<file path="src/rtl/pc_pkg.sv">
// pc_pkg: shared types and alignment helpers for the fetch-stage PC unit.
package pc_pkg;

  // Fetch state machine encoding.
  typedef enum logic [1:0] {
    BOOT = 2'd0,
    RUN  = 2'd1,
    HALT = 2'd2
  } pc_state_e;

  // Number of PC low bits forced to zero for a given instruction alignment.
  // 16-bit alignment (compressed) keeps bit 1; anything else is word aligned.
  function automatic int unsigned align_lsb(input int unsigned ialign);
    if (ialign == 32'd16) begin
      return 32'd1;
    end else begin
      return 32'd2;
    end
  endfunction

  // Sequential fetch step in bytes (2 or 4).
  function automatic int unsigned step_bytes(input int unsigned ialign);
    return 32'd1 << align_lsb(ialign);
  endfunction

endpackage

</file>
<file path="src/rtl/pc_next_sel.sv">
// pc_next_sel: combinational next-PC priority mux.
// Priority: trap > redirect > hold (HALT/BOOT/stall) > sequential advance.
// Reset is applied by the PC register itself in the top level.
// When PC_MISALIGN_TRAP_EN is defined, a misaligned redirect target that is
// not overridden by a trap is diverted to the trap vector and flagged.
module pc_next_sel
  import pc_pkg::*;
#(
  parameter int unsigned XLEN   = 32,
  parameter int unsigned IALIGN = 32
) (
  input  logic [XLEN-1:0] pc,
  input  pc_state_e       state,
  input  logic            stall,
  input  logic            redirect_valid,
  input  logic [XLEN-1:0] redirect_pc,
  input  logic            trap_valid,
  input  logic [XLEN-1:0] trap_pc,
`ifdef PC_MISALIGN_TRAP_EN
  output logic            misalign,
`endif
  output logic [XLEN-1:0] pc_seq,
  output logic [XLEN-1:0] next_pc
);

  localparam int unsigned     STEP       = step_bytes(IALIGN);
  localparam logic [XLEN-1:0] STEP_X     = XLEN'(STEP);
  localparam logic [XLEN-1:0] LOW_MASK   = XLEN'(STEP - 32'd1);
  localparam logic [XLEN-1:0] ALIGN_MASK = ~LOW_MASK;

  logic hold_s;

  // Sequential address; wraps naturally modulo 2^XLEN.
  assign pc_seq = pc + STEP_X;

  // Anything other than RUN, or a stalled RUN, keeps the PC in place.
  assign hold_s = (state != RUN) || stall;

`ifdef PC_MISALIGN_TRAP_EN
  logic target_misaligned_s;

  assign target_misaligned_s = |(redirect_pc & LOW_MASK);

  // Priority select with misaligned redirects diverted to the trap vector.
  always_comb begin
    next_pc  = pc;
    misalign = 1'b0;
    if (trap_valid) begin
      next_pc = trap_pc & ALIGN_MASK;
    end else if (redirect_valid) begin
      if (target_misaligned_s) begin
        next_pc  = trap_pc & ALIGN_MASK;
        misalign = 1'b1;
      end else begin
        next_pc = redirect_pc & ALIGN_MASK;
      end
    end else if (hold_s) begin
      next_pc = pc;
    end else begin
      next_pc = pc_seq;
    end
  end
`else
  // Priority select; redirect targets simply have their low bits masked.
  always_comb begin
    next_pc = pc;
    if (trap_valid) begin
      next_pc = trap_pc & ALIGN_MASK;
    end else if (redirect_valid) begin
      next_pc = redirect_pc & ALIGN_MASK;
    end else if (hold_s) begin
      next_pc = pc;
    end else begin
      next_pc = pc_seq;
    end
  end
`endif

endmodule

</file>
<file path="src/rtl/pc_unit.sv">
// pc_unit: parametrised fetch-stage program counter.
// Holds the fetch address, advances it sequentially, and accepts stall,
// redirect and trap requests plus debug halt/resume. Counts accepted fetches.
// Optional feature macro: PC_MISALIGN_TRAP_EN (misaligned redirect -> trap).
module pc_unit
  import pc_pkg::*;
#(
  parameter int unsigned     XLEN         = 32,
  parameter logic [XLEN-1:0] RESET_VECTOR = {XLEN{1'b0}},
  parameter int unsigned     IALIGN       = 32,
  parameter int unsigned     CNT_W        = 32
) (
  input  logic              i_clk,
  input  logic              i_reset,
  input  logic              i_stall,
  input  logic              i_redirect_valid,
  input  logic [XLEN-1:0]   i_redirect_pc,
  input  logic              i_trap_valid,
  input  logic [XLEN-1:0]   i_trap_pc,
  input  logic              i_halt,
  input  logic              i_resume,
  output logic [XLEN-1:0]   o_pc,
  output logic              o_pc_valid,
  output logic [XLEN-1:0]   o_pc_seq,
  output logic              o_halted,
  output logic              o_misalign,
  output logic [XLEN-1:0]   o_misalign_addr,
  output logic [CNT_W-1:0]  o_fetch_cnt
);

  localparam int unsigned     STEP       = step_bytes(IALIGN);
  localparam logic [XLEN-1:0] ALIGN_MASK = ~XLEN'(STEP - 32'd1);

  pc_state_e        state_r;
  logic             pc_valid_r;
  logic             halted_r;
  logic [XLEN-1:0]  pc_r;
  logic [CNT_W-1:0] fetch_cnt_r;
  logic [XLEN-1:0]  next_pc_s;
  logic [XLEN-1:0]  pc_seq_s;
  logic             fetch_fire_s;
`ifdef PC_MISALIGN_TRAP_EN
  logic             misalign_s;
`endif

  pc_next_sel #(
    .XLEN   (XLEN),
    .IALIGN (IALIGN)
  ) u_next_sel (
    .pc             (pc_r),
    .state          (state_r),
    .stall          (i_stall),
    .redirect_valid (i_redirect_valid),
    .redirect_pc    (i_redirect_pc),
    .trap_valid     (i_trap_valid),
    .trap_pc        (i_trap_pc),
`ifdef PC_MISALIGN_TRAP_EN
    .misalign       (misalign_s),
`endif
    .pc_seq         (pc_seq_s),
    .next_pc        (next_pc_s)
  );

  // A fetch is accepted when a valid PC is neither stalled nor replaced.
  assign fetch_fire_s = pc_valid_r && !i_stall && !i_trap_valid && !i_redirect_valid;

  // State machine with registered valid/halted decodes.
  always_ff @(posedge i_clk) begin
    if (!i_reset) begin
      state_r    <= BOOT;
      pc_valid_r <= 1'b0;
      halted_r   <= 1'b0;
    end else begin
      case (state_r)
        BOOT: begin
          if (i_halt) begin
            state_r    <= HALT;
            pc_valid_r <= 1'b0;
            halted_r   <= 1'b1;
          end else begin
            state_r    <= RUN;
            pc_valid_r <= 1'b1;
            halted_r   <= 1'b0;
          end
        end
        RUN: begin
          if (i_halt) begin
            state_r    <= HALT;
            pc_valid_r <= 1'b0;
            halted_r   <= 1'b1;
          end else begin
            state_r    <= RUN;
            pc_valid_r <= 1'b1;
            halted_r   <= 1'b0;
          end
        end
        HALT: begin
          // A simultaneous halt request keeps the unit parked.
          if (i_resume && !i_halt) begin
            state_r    <= RUN;
            pc_valid_r <= 1'b1;
            halted_r   <= 1'b0;
          end else begin
            state_r    <= HALT;
            pc_valid_r <= 1'b0;
            halted_r   <= 1'b1;
          end
        end
        default: begin
          state_r    <= BOOT;
          pc_valid_r <= 1'b0;
          halted_r   <= 1'b0;
        end
      endcase
    end
  end

  // PC register: reset vector on reset, otherwise the selected next PC.
  always_ff @(posedge i_clk) begin
    if (!i_reset) begin
      pc_r <= RESET_VECTOR & ALIGN_MASK;
    end else begin
      pc_r <= next_pc_s;
    end
  end

  // Accepted-fetch counter, wrapping at 2^CNT_W.
  always_ff @(posedge i_clk) begin
    if (!i_reset) begin
      fetch_cnt_r <= {CNT_W{1'b0}};
    end else if (fetch_fire_s) begin
      fetch_cnt_r <= fetch_cnt_r + CNT_W'(1);
    end else begin
      fetch_cnt_r <= fetch_cnt_r;
    end
  end

`ifdef PC_MISALIGN_TRAP_EN
  logic            misalign_r;
  logic [XLEN-1:0] misalign_addr_r;

  // Misalign pulse and sticky capture of the raw offending target.
  always_ff @(posedge i_clk) begin
    if (!i_reset) begin
      misalign_r      <= 1'b0;
      misalign_addr_r <= {XLEN{1'b0}};
    end else begin
      misalign_r <= misalign_s;
      if (misalign_s) begin
        misalign_addr_r <= i_redirect_pc;
      end else begin
        misalign_addr_r <= misalign_addr_r;
      end
    end
  end

  assign o_misalign      = misalign_r;
  assign o_misalign_addr = misalign_addr_r;
`else
  assign o_misalign      = 1'b0;
  assign o_misalign_addr = {XLEN{1'b0}};
`endif

  assign o_pc        = pc_r;
  assign o_pc_seq    = pc_seq_s;
  assign o_pc_valid  = pc_valid_r;
  assign o_halted    = halted_r;
  assign o_fetch_cnt = fetch_cnt_r;

endmodule

</file>
<file path="config.mk">
export PLATFORM = sky130hd
export DESIGN_NAME = pc_unit
export DESIGN_NICKNAME = d
export VERILOG_FILES = /design/src/rtl/pc_pkg.sv /design/src/rtl/pc_next_sel.sv /design/src/rtl/pc_unit.sv
export SDC_FILE = /design/constraint.sdc
export NUM_CORES = 1
export LEC_CHECK = 0
export BUFFER_PORTS_ARGS = -buffer_cell sky130_fd_sc_hd__buf_2
export CORE_MARGIN = 2
export CORE_UTILIZATION = 30
export DETAILED_ROUTE_END_ITERATION = 10
export PLACE_DENSITY = 0.56
export SLEW_MARGIN = 20
export SYNTH_ARGS = -nofsm -noshare
export SYNTH_HDL_FRONTEND = slang
export SYNTH_HIERARCHICAL = 1
export SYNTH_SLANG_ARGS = --single-unit
</file>
<file path="constraint.sdc">
create_clock -name i_clk -period 2.94 [get_ports i_clk]
set_input_delay 0.441 -clock i_clk [delete_from_list [all_inputs] [get_ports i_clk]]
set_output_delay 0.441 -clock i_clk [all_outputs]
set_load 0.02 [all_outputs]
</file>
---- After elaboration in Yosys (flattened, before gate mapping) ----
Index checks and enable logic that the tools add are counted.
cells by class
  add/subtract/negate cells ............... 2
  bitwise operators ....................... 1
  reductions and logical operators ........ 12
  mux-type cells .......................... 12
  eq/ne operators ......................... 4
operators by type and width
  kind                                                                      number
  32-bit 2-to-1 mux                                                         3
  32-bit by 1-bit adder with 32-bit output (second input constant)          1
  32-bit by 3-bit adder with 32-bit output (second input constant)          1
  1-bit logical AND                                                         4
  1-bit logical NOT                                                         4
  1-bit 2-to-1 mux                                                          4
  2-bit 2-to-1 mux                                                          2
  1-bit case mux with 2 select lines                                        2
  2-bit case mux with 2 select lines                                        1
  3-bit inequality test (second input constant)                             1
  3-bit OR reduction                                                        1
  2-bit by 1-bit equality test with 1-bit output (second input constant)    1
  2-bit equality test (second input constant)                               1
  2-bit logical NOT                                                         1
  2-bit by 1-bit inequality test with 1-bit output (second input constant)  1
  2-bit OR reduction                                                        1
  1-bit logical OR                                                          1
  1-bit inverter                                                            1
word-level totals
  input bits .............................. 71
  register bits after elaboration ......... 68
  output and inout port bits .............. 131
  word-level logic and storage cells ...... 37

---- Logic depth before layout (Yosys ltp) ----
  word-level depth ........................ 5
  mapped depth ............................ 8
  depth with buffers taken out ............ 7

---- Modules after synthesis ----
The synthesis kept the hierarchy.
by module, submodules not included
  module       instances  area an instance (sq um)  seq. area each (sq um)  cells each
  pc_unit      1          2778.9                    1321.3                  295
  pc_next_sel  1          1702.9                    0.0                     263

---- Least setup slack after synthesis ----
OpenSTA, ideal clock, no wires.
  path type ............................... register -> output
  start point ............................. register pc_r[2] (netlist: o_pc[2])
  end point ............................... output port o_pc_seq[22]
  arrival time ............................ 2.295 ns
  setup slack ............................. 0.204 ns
  stages on the path, launching flop included .. 7
  buffers on the path ..................... 0
  required time ........................... 2.499 ns
  cell sequence ........................... dfxtp_1 -> ha_1 -> nand4_1 -> nor4_1 -> nand2_1 -> nor2_1 -> xor2_1
on the way
  word-level cells in the longest chain between the ends .. 1
ends and longest elaborated chain
  what                                      line               RTL
  start: declaration                        pc_unit.sv:37      logic [XLEN-1:0] pc_r;
  start signal: assignment                  pc_unit.sv:121     pc_r <= RESET_VECTOR & ALIGN_MASK;
  start signal: assignment                  pc_unit.sv:123     pc_r <= next_pc_s;
  32-bit by 3-bit adder with 32-bit output  pc_next_sel.sv:34  assign pc_seq = pc + STEP_X;
  end: declaration                          pc_unit.sv:24      output logic [XLEN-1:0] o_pc_seq,
No other way between the ends.

---- Final worst setup path ----
  start point ............................. register pc_r[13] (netlist: o_pc[13])
  end point ............................... output port o_pc_seq[25]
Same word-level chain as after synthesis.

==> results.py <==
metrics = {
    "clock_tree": {
        "clock_latency_ns": 0.34,
        "tritoncts": "built",
        "root_buffer": "clkbuf_16",
        "clk_pin_slew_ns": 0.05,
        "htreeDepth": 3,
        "cts_setup_buffers": 0,
        "clock-sinks": 66,
        "numCtsBuffers": 9,
        "clockBufferDepth": 2,
    },
    "sta": {
        "min_period_ns": 2.78,
        "min_period_over_period": 0.947,
        "holdWs_ns": 0.279,
        "finalHoldViolCount": 0,
        "setup_viol": 0,
        "final.setup.tns_ns": 0,
        "skew_ns": 0.00837,
        "rsz0062_at_grt": "false",
        "worst_pin_slew_ns": 0.994,
        "relSlewSlack": 0.336,
        "maxSlewViolCount": 0,
        "max_freq_mhz": 359,
    },
    "worst_hold_path": {
        "hold_path_startpoint": "i_halt",
        "min_path_type": "in -> reg",
        "whs_endpoint": "state_r[0]$_SDFF_PN0_",
        "whs_path_depth": 2,
    },
    "logic_synthesis": {
        "synth.distinct_cells": 57,
        "ys_seq_elements": 66,
        "ys_top_cells_by_area": "dfxtp_1 (29%), buf_4 (6.5%), xnor2_1 (6.1%)",
        "synth-seq-area-share": 0.295,
        "yosys_warnings": 6,
        "syn-cell-area_um2": 4480,
        "yosysTopAreaCell": "dfxtp_1",
        "avgSynthCellArea_um2": 8.03,
        "ys.flop_type": "dfxtp_1",
        "synth_top_area_share": 0.295,
        "netlist_instances": 558,
        "synth_edf_count": 0,
        "synthArstFlopShare": 0,
    },
    "detailed_routing": {
        "drt-wirelength-per-cell_um": 15.6,
        "dr_total_vias": 4561,
        "first_iter_violations": 292,
        "vias_per_cell": 5.14,
        "wl_mm": 13.8,
        "drcViolationCount": 0,
        "drt-pass1-iter-count": 5,
        "antenna_left": 0,
    },
    "finish": {
        "antennaDiodeCount": 0,
        "drive_gt1_frac": 0.294,
        "final_nets": 776,
        "num-fill-cells": 1556,
        "area_growth_pct": 23.8,
        "instances_no_fill": 887,
        "utilization": 0.380,
    },
    "setup_path": {
        "r2r_start": "o_pc[2]$_SDFF_PN0_",
        "timing.rr.end": "o_pc[20]$_SDFF_PN0_",
        "r2r_cells": 7,
        "cp-start-kind": "flop",
        "crit_path_end_kind": "output port",
        "ff2ff_setup_slack_ns": 0.56,
        "crit_fanout": 7,
        "cp.arrival_ns": 2.34,
        "crit_type": "reg -> out",
        "crit_required_ns": 2.50,
    },
    "power_and_ir_drop": {
        "p_sw_frac": 0.296,
        "p_per_area_nw_per_um2": 415,
        "pwr-share-seq": 0.426,
        "vdd_ir_drop_max_mv": 0.316,
        "switching_power_uw": 682,
        "power_frac_comb": 0.174,
        "p_int_mw": 1.62,
        "p_leak_nw": 2.40,
        "clkPwrFrac": 0.400,
    },
    "floorplanning": {
        "initial_core_util": 0.307,
        "std_cell_rows": 44,
        "die_area_um2": 15900,
        "dieWidth_um": 126,
        "io_pins": 202,
        "fp.dieH_um": 126,
        "coreArea_um2": 14600,
    },
    "global_route": {
        "grt_pass1_wl_mm": 21.8,
        "grt_use_total": 0.170,
        "antenna_found_initial": 0,
        "grt_remaining_overflow": 0,
        "grt_max_degree": 39,
        "first_global_vias": 4276,
    },
    "placed_design": {
        "dpl.hpwl_mm": 10.3,
        "io_buffers": 164,
        "gp_congestion": 0.892,
        "placed_cells": 876,
    },
    "flow_run": {
        "maxCapViolCount": 0,
    },
    "status": {
        "outcome": "finished, final reports clean",
    },
}
==> power groups by stage <==
stage | clock network (mW) | registers, mW | logic [mW]
global route | 0.993 | 0.987 | 0.435
finish | 0.922 | 0.980 | 0.401
CTS | 0.957 | 0.979 | 0.405
detailed placement | 0 | 0.998 | 0.404
floorplan | 0 | 1.02 | 0.268
global placement | 0 | 0.997 | 0.400
==> layer usage <==
metal	GRT usage	wire length, um
met1	0.210	5950
met2	0.288	6700
met3	0.0450	967
met4	0.0556	203
met5	0	0
==> flip-flops by register name, summed over array words and instances, names as in the netlist <==
| signal | cells |
|---|---|
| o_fetch_cnt | 32 |
| state_r | 2 |
| o_pc | 32 |
==> cell usage after synthesis (8+ instances only) <==
cell type,count
nand2_1,41
and3_1,9
nor3_1,8
xnor2_1,31
or4_1,16
a21oi_1,31
nand4_1,28
nand3_1,22
a22oi_1,16
clkbuf_1,23
dfxtp_1,66
buf_4,39
o31ai_1,17
and2_1,42
inv_1,8
o21ai_0,23
xor2_1,30
nor2_1,26
==> kinds of logic (layout without fill, tap and decap cells) <==
logic type / after synthesis / after routing / synth area share
and+or+nand+nor: 235 / 235 / 0.316
adders and majority gates: 2 / 2 / 0.00558
xor gates and xnor gates: 61 / 61 / 0.119
muxes: 6 / 6 / 0.0137
DFF: 66 / 66 / 0.295
AOI/OAI and AO/OA: 103 / 103 / 0.141
buffers and inverters: 84 / 197 / 0.109
other: 1 / 33 / 0.000837
==> layout make-up <==
type                            instances  area (um^2)  share of cell area
Multi-Input combinational cell        440         2810               0.506
Sequential cell                        66         1320               0.238
Timing Repair Buffer                  177          918               0.166
Tap cell                              184          230              0.0415
Clock buffer                            9          225              0.0406
Inverter                                9         33.8             0.00609
Clock inverter                          2         10.0             0.00180
==> repair_timing <==
| action | 4_1_cts | 5_1_grt |
|---|---|---|
| setup endpoints to repair | 0 | 5 |
| hold buffers | 0 | 0 |
| endpoints found under the hold margin | 0 | 0 |
| gates resized for setup | 0 | 2 |
==> placed cells by master, fill, tap and decap left out, types with 2 or more instances in the layout <==
master,synthesis,layout
mux2i_1,5,5
nor4_4,2,2
and3_1,9,9
nor2_1,26,26
dfxtp_1,66,66
nand3_2,3,3
or2_2,2,2
nor4_1,6,5
o22ai_1,5,5
or3_1,6,6
buf_2,6,164
clkbuf_16,0,9
inv_1,8,8
nor4_2,2,3
nor2b_1,2,2
clkinv_2,0,2
or4_1,16,15
or4_4,1,2
and4_1,6,6
buf_4,39,13
xor2_1,30,30
o21ai_1,3,3
nand2_1,41,41
ha_1,2,2
nand3_1,22,22
conb_1,1,33
o31ai_1,17,17
a22oi_1,16,16
xnor2_1,31,31
and2_1,42,42
o21ai_0,23,23
a21oi_1,31,31
nand2b_1,2,2
nand4_1,28,28
nor3_1,8,8
==> critical path, cell delays in order, from the launching register on <==
cell and delay, ns:
dfxtp_1 0.49, nand4_1 0.35, nor3_1 0.43, and2_1 0.25, nand2_1 0.09, xnor2_1 0.19
buf_2 0.20
==> through the flow <==
step / setup slack (ns) / total power [mW] / instance area, um^2
3_3_place_gp: 0.430 / 1.40 / 5300
3_5_place_dp: 0.410 / 1.40 / 5300
2_1_floorplan: 0.204 / 1.28 / 4600
5_1_grt: 0.0163 / 2.42 / 5550
6_report: 0.156 / 2.30 / 5550
4_1_cts: 0.0412 / 2.34 / 5540
==> worst max path at each step <==
stage          slack (ns)            to  depth (start not counted)                 from
6_report             0.16  o_pc_seq[25]                          6  o_pc[13]$_SDFF_PN0_
5_1_grt              0.02  o_pc_seq[22]                          7  o_pc[13]$_SDFF_PN0_
4_1_cts              0.04  o_pc_seq[31]                          6  o_pc[10]$_SDFF_PN0_
3_5_place_dp         0.41  o_pc_seq[31]                          6   o_pc[5]$_SDFF_PN0_
3_3_place_gp         0.43  o_pc_seq[22]                          8   o_pc[2]$_SDFF_PN0_
2_1_floorplan        0.20  o_pc_seq[22]                          6   o_pc[2]$_SDFF_PN0_
Note: power is estimated with default switching activity, not from simulation.
